$ cat src/rtl/i2c_fifo_pkg.sv
// Shared sizing constants for the I2C TX/RX first-word-fall-through FIFOs.
package i2c_fifo_pkg;

    localparam int I2C_FIFO_DWIDTH = 32;
    localparam int I2C_FIFO_DEPTH  = 16;
    localparam int I2C_FIFO_AW     = $clog2(I2C_FIFO_DEPTH);

endpackage

$ cat src/rtl/i2c_fifo_if.sv
// Push/pop/status bundle between a FIFO user (master) and the FIFO itself (slave).
interface i2c_fifo_if
    import i2c_fifo_pkg::*;
#(
    parameter int DWIDTH = I2C_FIFO_DWIDTH,
    parameter int DEPTH  = I2C_FIFO_DEPTH
);
    localparam int LW = $clog2(DEPTH) + 1;

    logic              WR_EN;
    logic [DWIDTH-1:0] DATA_IN;
    logic              RD_EN;
    logic [DWIDTH-1:0] DATA_OUT;
    logic              EMPTY;
    logic              FULL;
    logic              ALMOST_FULL;
    logic [LW-1:0]     LEVEL;
    logic              ERR_CLR;
    logic              OVERFLOW;
    logic              UNDERFLOW;
    logic              ERROR;

    modport master (
        output WR_EN, DATA_IN, RD_EN, ERR_CLR,
        input  DATA_OUT, EMPTY, FULL, ALMOST_FULL, LEVEL, OVERFLOW, UNDERFLOW, ERROR
    );

    modport slave (
        input  WR_EN, DATA_IN, RD_EN, ERR_CLR,
        output DATA_OUT, EMPTY, FULL, ALMOST_FULL, LEVEL, OVERFLOW, UNDERFLOW, ERROR
    );

endinterface

$ cat src/rtl/i2c_fifo_mem.sv
// FIFO storage: register array with one synchronous write port and one
// asynchronous read port so the head word falls through without a clock.
module i2c_fifo_mem
    import i2c_fifo_pkg::*;
#(
    parameter int DWIDTH = I2C_FIFO_DWIDTH,
    parameter int DEPTH  = I2C_FIFO_DEPTH,
    parameter int AW     = $clog2(DEPTH)
) (
    input  logic              PCLK,
    input  logic              we,
    input  logic [AW-1:0]     waddr,
    input  logic [DWIDTH-1:0] wdata,
    input  logic [AW-1:0]     raddr,
    output logic [DWIDTH-1:0] rdata
);

    logic [DWIDTH-1:0] mem [DEPTH];

    always_ff @(posedge PCLK) begin
        if (we) begin
            mem[waddr] <= wdata;
        end
    end

    assign rdata = mem[raddr];

endmodule

$ cat src/rtl/i2c_fifo.sv
// First-word-fall-through FIFO with wrap-bit pointers, occupancy/status flags
// and sticky overflow/underflow errors; one push and one pop per cycle.
module i2c_fifo
    import i2c_fifo_pkg::*;
#(
    parameter int DWIDTH    = I2C_FIFO_DWIDTH,
    parameter int DEPTH     = I2C_FIFO_DEPTH,
    parameter int AFULL_LVL = DEPTH - 2
) (
    input  logic      PCLK,
    input  logic      PRESETn,
    i2c_fifo_if.slave bus
);

    localparam int         AW      = $clog2(DEPTH);
    localparam logic [AW:0] PTR_ONE = (AW+1)'(1);
    localparam logic [AW:0] AFULL_V = (AW+1)'(AFULL_LVL);

    logic [AW:0]       wr_ptr;
    logic [AW:0]       rd_ptr;
    logic [AW:0]       level;
    logic              empty;
    logic              full;
    logic              wr_acc;
    logic              rd_acc;
    logic              overflow_q;
    logic              underflow_q;
    logic [DWIDTH-1:0] rdata;

    assign empty  = (wr_ptr == rd_ptr);
    assign full   = (wr_ptr[AW-1:0] == rd_ptr[AW-1:0]) && (wr_ptr[AW] != rd_ptr[AW]);
    assign level  = wr_ptr - rd_ptr;

    // A push into a full FIFO is fine when the head leaves in the same cycle.
    assign rd_acc = bus.RD_EN && !empty;
    assign wr_acc = bus.WR_EN && (!full || rd_acc);

    always_ff @(posedge PCLK or negedge PRESETn) begin
        if (!PRESETn) begin
            wr_ptr      <= '0;
            rd_ptr      <= '0;
            overflow_q  <= 1'b0;
            underflow_q <= 1'b0;
        end else begin
            if (wr_acc) begin
                wr_ptr <= wr_ptr + PTR_ONE;
            end
            if (rd_acc) begin
                rd_ptr <= rd_ptr + PTR_ONE;
            end
            // A new error event in the clearing cycle keeps the flag set.
            overflow_q  <= (overflow_q  && !bus.ERR_CLR) || (bus.WR_EN && !wr_acc);
            underflow_q <= (underflow_q && !bus.ERR_CLR) || (bus.RD_EN && empty);
        end
    end

    i2c_fifo_mem #(
        .DWIDTH (DWIDTH),
        .DEPTH  (DEPTH),
        .AW     (AW)
    ) u_mem (
        .PCLK   (PCLK),
        .we     (wr_acc),
        .waddr  (wr_ptr[AW-1:0]),
        .wdata  (bus.DATA_IN),
        .raddr  (rd_ptr[AW-1:0]),
        .rdata  (rdata)
    );

    assign bus.DATA_OUT    = empty ? '0 : rdata;
    assign bus.EMPTY       = empty;
    assign bus.FULL        = full;
    assign bus.ALMOST_FULL = (level >= AFULL_V);
    assign bus.LEVEL       = level;
    assign bus.OVERFLOW    = overflow_q;
    assign bus.UNDERFLOW   = underflow_q;
    assign bus.ERROR       = overflow_q | underflow_q;

endmodule

$ cat src/flat_wrapper.sv
// flat-port wrapper written by rule: the top's interface ports become plain ports
module i2c_fifo_flat import i2c_fifo_pkg::*;
#(
    parameter int DWIDTH    = I2C_FIFO_DWIDTH,
    parameter int DEPTH     = I2C_FIFO_DEPTH,
    parameter int AFULL_LVL = DEPTH - 2
)
  (PCLK, PRESETn, bus_WR_EN, bus_DATA_IN, bus_RD_EN, bus_ERR_CLR, bus_DATA_OUT, bus_EMPTY, bus_FULL, bus_ALMOST_FULL, bus_LEVEL, bus_OVERFLOW, bus_UNDERFLOW, bus_ERROR);
  i2c_fifo_if #(.DWIDTH(DWIDTH), .DEPTH(DEPTH)) bus_i ();
  input  logic PCLK;
  input  logic PRESETn;
  input wire logic [$bits(bus_i.WR_EN)-1:0] bus_WR_EN;
  input wire logic [$bits(bus_i.DATA_IN)-1:0] bus_DATA_IN;
  input wire logic [$bits(bus_i.RD_EN)-1:0] bus_RD_EN;
  input wire logic [$bits(bus_i.ERR_CLR)-1:0] bus_ERR_CLR;
  output wire logic [$bits(bus_i.DATA_OUT)-1:0] bus_DATA_OUT;
  output wire logic [$bits(bus_i.EMPTY)-1:0] bus_EMPTY;
  output wire logic [$bits(bus_i.FULL)-1:0] bus_FULL;
  output wire logic [$bits(bus_i.ALMOST_FULL)-1:0] bus_ALMOST_FULL;
  output wire logic [$bits(bus_i.LEVEL)-1:0] bus_LEVEL;
  output wire logic [$bits(bus_i.OVERFLOW)-1:0] bus_OVERFLOW;
  output wire logic [$bits(bus_i.UNDERFLOW)-1:0] bus_UNDERFLOW;
  output wire logic [$bits(bus_i.ERROR)-1:0] bus_ERROR;
  assign bus_i.WR_EN = bus_WR_EN;
  assign bus_i.DATA_IN = bus_DATA_IN;
  assign bus_i.RD_EN = bus_RD_EN;
  assign bus_i.ERR_CLR = bus_ERR_CLR;
  assign bus_DATA_OUT = bus_i.DATA_OUT;
  assign bus_EMPTY = bus_i.EMPTY;
  assign bus_FULL = bus_i.FULL;
  assign bus_ALMOST_FULL = bus_i.ALMOST_FULL;
  assign bus_LEVEL = bus_i.LEVEL;
  assign bus_OVERFLOW = bus_i.OVERFLOW;
  assign bus_UNDERFLOW = bus_i.UNDERFLOW;
  assign bus_ERROR = bus_i.ERROR;
  i2c_fifo #(.DWIDTH(DWIDTH), .DEPTH(DEPTH), .AFULL_LVL(AFULL_LVL)) u_core (.PCLK(PCLK), .PRESETn(PRESETn), .bus(bus_i));
endmodule
$ cat config.mk
export PLATFORM = sky130hd
export DESIGN_NAME = i2c_fifo_flat
export DESIGN_NICKNAME = d
export VERILOG_FILES = /design/src/rtl/i2c_fifo_pkg.sv /design/src/rtl/i2c_fifo_if.sv /design/src/rtl/i2c_fifo_mem.sv /design/src/rtl/i2c_fifo.sv /design/src/flat_wrapper.sv
export SDC_FILE = /design/constraint.sdc
export NUM_CORES = 1
export LEC_CHECK = 0
export ABC_AREA = 1
export CAP_MARGIN = 20
export CORE_ASPECT_RATIO = 1.2
export CORE_UTILIZATION = 40
export DETAILED_ROUTE_END_ITERATION = 10
export GPL_ROUTABILITY_DRIVEN = 0
export PLACE_DENSITY = 0.61
export SKIP_LAST_GASP = 1
export SLEW_MARGIN = 5
export SYNTH_ARGS = -nofsm -noshare
export SYNTH_HDL_FRONTEND = slang
export SYNTH_SLANG_ARGS = --single-unit
$ cat constraint.sdc
create_clock -name PCLK -period 4.98 [get_ports PCLK]
set_input_delay 0.498 -clock PCLK [delete_from_list [all_inputs] [get_ports PCLK]]
set_output_delay 0.498 -clock PCLK [all_outputs]
set_load 0.005 [all_outputs]
==> reports/results.tsv, run 1 <==
metric	value	unit
Horiz. Die Dim	221	um
CP Capture Type	output pin	
Crit path depth	8	
setup TNS	0	ns
DRT iter0 DRCs	1184	
post_cts resized	0	
relative slew slack	0.277	
R2R cell count	10	
Setup CP Type	reg -> out	
Max Slew Vio Count	0	
depth of the CTS H-tree	2	
vias in the first global route	14800	
Seq cells post-synth	524	
crit path DAT	3.29	ns
total setup buffers inserted after CTS	0	
TritonRoute pass-1 iters	8	
Site Rows	95	
gr ovfl total	0	
Post-Synthesis Cells	2238	
worst clock skew	0.0189	ns
clk_lat worst skew	0.58	ns
# diodes	0	
clk sink count	524	
DR WL/cell	17.9	um
family with the most delay on the worst path	buffers and inverters	
Leak Pwr	11.0	nW
Final Hold Viols	0	
Crit path buffers/inverters	4	
max-cap viol count	0	
drt via density	4.87	
initial core utilization	0.407	
Crit path required time	4.48	ns
Tmin final	3.79	ns
TritonCTS clock tree	yes	
Remaining DRCs	4	
Final nets	2348	
post-synthesis sequential area ratio	0.683	
critical path launch point type	flop	
Vias	14900	
R2R setup slack	1.66	ns
synth unique cells	28	
root buffer cell	clkbuf_16	
full die area	58400	um^2
DP Cell Count	2976	
final period utilization	0.761	
final cell count without fillers	3066	
first-pass GRT wire length	85.3	mm
switching power	5.52	mW
syn avg cell area	10.3	um^2
Final setup viols	0	
Max Clk Rate	264	MHz
P_int	9.33	mW
share of cells above drive strength 1	0.0616	
slowest CP cell	dfrtp_2	
Hold/Removal Path Class	in -> async	
Reg2Reg Launch Point	u_core.rd_ptr[2]	
Top Ports	80	
Synth Net Count	2285	
clock power share	0.242	
status	finished with violations	
failing checks	design-rule violations	
cts hold-fix bufs	0	
combinational fraction of design power	0.391	
worst slew pin tran	1.08	ns
die height	264	um
Seq pwr share	0.367	
largest net degree at the start of global routing	164	
initial antenna violation count	0	
Yosys warnings	0	
Slowest Stage Delay on Critical Path	0.59	ns
Port Buffers	79	
remaining antenna violation count	0	
unrepaired setup endpoints after global routing	false	
Detail Placement HPWL	30.8	mm
critical path cell sequence	buf_4 -> nor2_4 -> buf_4 -> nand2_1 -> nand2_1 -> inv_1 -> a21oi_1 -> clkdlybuf4s50_1	
Area Growth Syn to Fin	13.4	%
core footprint	56300	um^2
Synth Cell Area	23000	um^2
worst reg2reg endpoint	u_core.u_mem.mem[1][21]	
Max Root-Sink Buffers	3	
CP max FO	21	
CTS buffer count	50	
Sw Share	0.372	
global-route usage over all layers	0.191	
drt total wl	55.0	mm
VDD IR-drop max	592	uV
PwrDens	571	nW/um^2
clock transition at the registers of the reported paths	0.06	ns
[worst reg2reg max path, cell delays in order (launching register included)]
cell	delay [ns]
dfrtp_2	0.67
inv_2	0.09
ha_1	0.37
nand4_2	0.17
nor2_2	0.07
nand2_1	0.08
nand2_2	0.11
inv_2	0.14
nand2_1	0.25
nor2_4	0.75
buf_4	0.34
[routing by layer]
layer  part of all wire  up-vias  wire length [um]  GRT usage
met2               0.48      411             26100      0.310
met4              0.028        0              1550     0.0616
li1                   -     7256                 -          -
met1               0.44     7175             24400      0.266
met5                  0        -                 0          0
met3              0.053       93              2900     0.0226
[worst max path at each step]
stage                                 from                      end  slack (ns)
after floorplan           u_core.rd_ptr[2]   u_core.u_mem.mem[0][0]        1.37
after global placement    u_core.rd_ptr[2]  u_core.u_mem.mem[0][14]        1.73
after detailed placement  u_core.rd_ptr[2]  u_core.u_mem.mem[1][17]        1.65
after CTS                 u_core.rd_ptr[2]         bus_DATA_OUT[28]        1.15
after global routing      u_core.rd_ptr[0]         bus_DATA_OUT[16]        1.02
final                     u_core.rd_ptr[2]         bus_DATA_OUT[28]        1.19
[cell usage after synthesis]
cell      count  area [um^2]
a21oi_1      31          155
nand2_2       1         6.26
o21ai_0       7         35.0
o21ai_1       2         10.0
edfxtp_1    512        15400
nor3_1        1         5.00
xnor2_1       4         35.0
nor2_2        1         6.26
inv_2         6         22.5
xor2_1        8         70.1
buf_1         3         11.3
nand3_1     261         1310
nor2_1       17         63.8
buf_6        24          270
nand4_2       1         12.5
clkinv_1      1         3.75
inv_1       363         1360
inv_4         1         6.26
a21oi_2       3         26.3
dfrtp_1      12          300
fa_1          1         20.0
nor2_4        2         22.5
nand2_1     889         3340
ha_1          9          113
buf_4         1         7.51
clkbuf_1     18         67.6
buf_2        58          290
buf_8         1         15.0
[layout make-up]
class	count	area, um^2
fill	5172	30300
clock inverter	33	231
clock buffer	57	1300
tap	727	910
sequential	524	15700
timing repair buffer	116	1150
multi-input combinational	1238	5350
inverter	371	1400
[cells by family after synthesis]
logic type | count (synthesis) | share of synthesized area
AOI/OAI and AO/OA | 43 | 0.00987
xor gates and xnor gates | 12 | 0.00458
adders and majority gates | 10 | 0.00578
buffers and inverters | 476 | 0.0896
DFF | 524 | 0.683
and+or+nand+nor | 1173 | 0.207
[per-stage QoR]
step | hold slack, ns | worst slack (ns) | power (mW) | utilization | area (um^2)
after floorplan | 0.202 | 1.37 | 9.15 | - | 23000
after global placement | 0.543 | 1.73 | 11.3 | 0.434 | 24500
after detailed placement | 0.561 | 1.65 | 11.4 | 0.435 | 24500
after CTS | 0.320 | 1.15 | 15.0 | 0.462 | 26000
after global routing | 0.366 | 1.02 | 15.8 | 0.462 | 26000
final | 0.323 | 1.19 | 14.9 | 0.462 | 26000
[power by group through the flow]
stage	clock network (mW)	registers, mW	logic (mW)
3_5_place_dp	0	5.54	5.84
2_1_floorplan	0	5.47	3.67
4_1_cts	3.65	5.45	5.87
6_report	3.60	5.45	5.80
5_1_grt	3.82	5.48	6.45
3_3_place_gp	0	5.53	5.79
[state kept, by name, indices dropped and copies added, names as in the netlist]
name                  count
u_core.rd_ptr             5
u_core.bus.UNDERFLOW      1
u_core.u_mem.mem        512
u_core.wr_ptr             5
u_core.bus.OVERFLOW       1
[cells in the final DEF (no fill, tap or decap), drive strengths merged, types with 12 or more instances in the layout]
master	netlist	routed
nand3	261	261
clkdlybuf4s50	0	79
buf	87	37
clkbuf	18	57
edfxtp	512	512
nand2	890	890
a21oi	34	34
nor2	20	20
clkinv	1	27
inv	370	371
dfrtp	12	12
(Power assumes the default switching activity.)
==> run 2, diff against run 1 <==
==> constraint.sdc (replaced) <==
create_clock -name PCLK -period 3.9 [get_ports PCLK]
set_input_delay 0.39 -clock PCLK [delete_from_list [all_inputs] [get_ports PCLK]]
set_output_delay 0.39 -clock PCLK [all_outputs]
set_load 0.005 [all_outputs]
==> run 2 against run 1 <==
Effect of this change: the run still ends with design-rule violations left; register-to-register slack got worse by 0.74 ns; clock skew increased by 0.0023 ns; hold slack worse by 0.11 ns; flip-flop and latch count unchanged; clock power rose by 25%; critical endpoint is now bus_DATA_OUT[16]; largest cell class unchanged; largest power group unchanged; highest routed layer unchanged.
==> reports/results.tsv, run 2 (same netlist as run 1, synthesis figures left out) <==
metric	value	unit	change
CP dominant cell by count	nand2_1		
combinational fraction of design power	0.397		was 0.391
FILL cells	5235		was 5172
largest registers	u_core.u_mem.mem: 512 flops, u_core.rd_ptr: 5 flops, u_core.wr_ptr: 5 flops		unchanged
Area Growth Syn to Fin	13.8	%	was 13.4%
TritonCTS clock tree	yes		unchanged
failing checks	design-rule violations		unchanged
die height	264	um	unchanged
global-route usage over all layers	0.192		was 0.191
Top reg by flops	u_core.u_mem.mem		unchanged
Design Power	19.0	mW	was 14.9 mW
clk sink count	524		unchanged
routed wl met3	3.03	mm	was 2.90 mm
VDD IR-drop max	761	uV	was 592 uV
dpl ws	0.881	ns	was 1.65 ns
Seq pwr share	0.366		was 0.367
Min Hold Slack	0.214	ns	was 0.323 ns
slowest CP cell	clkdlybuf4s50_1		was dfrtp_2
Tmin final	3.59	ns	
Detail Placement HPWL	30.8	mm	about the same
clock transition at the registers of the reported paths	0.06	ns	about the same
initial antenna violation count	0		unchanged
Final WS setup	0.308	ns	was 1.19 ns
Max Slew Vio Count	0		unchanged
root buffer cell	clkbuf_16		unchanged
PwrDens	726	nW/um^2	was 571 nW/um^2
cts hold-fix bufs	0		unchanged
Remaining DRCs	4		unchanged
setup TNS	0	ns	unchanged
R2R cell count	10		unchanged
crit path DAT	3.20	ns	was 3.29 ns
CP max FO	74		was 21
most common cell after layout, fill and taps aside	nand2_1		unchanged
Site Rows	95		unchanged
Final Hold Viols	0		unchanged
Top Ports	80		unchanged
switching power	7.04	mW	was 5.52 mW
share of cells above drive strength 1	0.0646		was 0.0616
# diodes	0		unchanged
P_int	11.9	mW	was 9.33 mW
Port Buffers	79		unchanged
initial core utilization	0.407		unchanged
Sw Share	0.371		was 0.372
Setup CP Type	reg -> out		unchanged
Max Clk Rate	278	MHz	
unrepaired setup endpoints after global routing	false		unchanged
post_cts resized	0		unchanged
gr ovfl total	0		unchanged
Hold/Removal Path Class	in -> async		unchanged
Slowest Stage Delay on Critical Path	0.53	ns	was 0.59 ns
total setup buffers inserted after CTS	0		unchanged
final period utilization	0.921		
full die area	58400	um^2	unchanged
clk_lat worst skew	0.58	ns	about the same
relative slew slack	0.429		was 0.277
critical path cell sequence	inv_6 -> buf_4 -> nand2_1 -> nand2_1 -> nand2_1 -> nand3_1 -> nand3_1 -> a21oi_1 -> clkdlybuf4s50_1		was buf_4 -> nor2_4 -> buf_4 -> nand2_1 -> nand2_1 -> inv_1 -> a21oi_1 -> clkdlybuf4s50_1
first-pass GRT wire length	85.4	mm	was 85.3 mm
critical path launch point type	flop		unchanged
commonest non-fill, non-tap cells in the layout	889 x nand2_1, 512 x edfxtp_1, 363 x inv_1		unchanged
Horiz. Die Dim	221	um	unchanged
max layer used	met4		unchanged
vias in the first global route	14900		was 14800
drt via density	4.88		was 4.87
remaining antenna violation count	0		unchanged
Final nets	2364		was 2348
max-cap viol count	0		unchanged
WL met1	23.7	mm	was 24.4 mm
TritonRoute pass-1 iters	8		unchanged
Max Root-Sink Buffers	3		unchanged
Crit path required time	3.51	ns	was 4.48 ns
CTS buffer count	50		unchanged
depth of the CTS H-tree	2		unchanged
drt total wl	55.0	mm	about the same
status	finished with violations		unchanged
Leak Pwr	11.0	nW	about the same
met2 wire len	27.0	mm	was 26.1 mm
DRT iter0 DRCs	1176		was 1184
worst slew pin tran	0.857	ns	was 1.08 ns
worst clock skew	0.0211	ns	was 0.0189 ns
multi-input logic area	5350	um^2	unchanged
DR WL/cell	17.9	um	about the same
CP Capture Type	output pin		unchanged
Vias	15000		was 14900
core footprint	56300	um^2	unchanged
Final setup viols	0		unchanged
largest net degree at the start of global routing	159		was 164
clock power share	0.238		was 0.242
register area	15700	um^2	unchanged
max reg flops	512		unchanged
run 2: path summary, 6_finish.rpt:
| path | from | endpoint | slack, ns |
|---|---|---|---|
| max | u_core.rd_ptr[0] | bus_DATA_OUT[16] | 0.31 |
| min | PRESETn | u_core.bus.UNDERFLOW | 0.21 |
| max reg2reg | u_core.rd_ptr[1] | u_core.u_mem.mem[7][1] | 0.92 |
| min reg2reg | u_core.bus.UNDERFLOW | u_core.bus.UNDERFLOW | 0.56 |
| max in group asynchronous | PRESETn | u_core.rd_ptr[1] | 3.19 |
| min in group PCLK | bus_ERR_CLR | u_core.bus.OVERFLOW | 0.38 |
run 2: power groups by stage:
stage	clock (mW)	sequential [mW]	combinational (mW)
global route	4.77	6.97	8.34
global placement	0	7.04	7.53
finish	4.50	6.93	7.53
floorplan	0	6.99	4.69
detailed placement	0	7.05	7.59
CTS	4.60	6.93	7.63
run 2: worst max-delay path: cells and delay by family (launching register included):
kind	cells	cell delay (ns)
flip-flops	1	0.52
AND/OR/NAND/NOR	5	0.43
AO/OA/AOI/OAI	1	0.19
buffers and inverters	3	1.46
run 2: final cells by class:
class,instances,share of cell area
inverters,371,0.0536
repair buffers,132,0.0498
flip-flops and latches,524,0.600
clock inverters,22,0.00570
clock buffers,66,0.0510
well taps,727,0.0348
multi-input cells,1238,0.205
run 2: metal layers:
layer,GRT usage,vias to the layer above
met2,0.324,415
met1,0.254,7236
met3,0.0266,77
li1,-,7290
met4,0.0578,0
met5,0,-
run 2: through the flow:
stage / instances / utilization / area (um^2)
floorplan: 2238 / - / 23000
global placement: 2992 / 0.437 / 24600
detailed placement: 2992 / 0.437 / 24600
CTS: 3080 / 0.464 / 26100
global route: 3080 / 0.464 / 26100
finish: 3080 / 0.464 / 26100
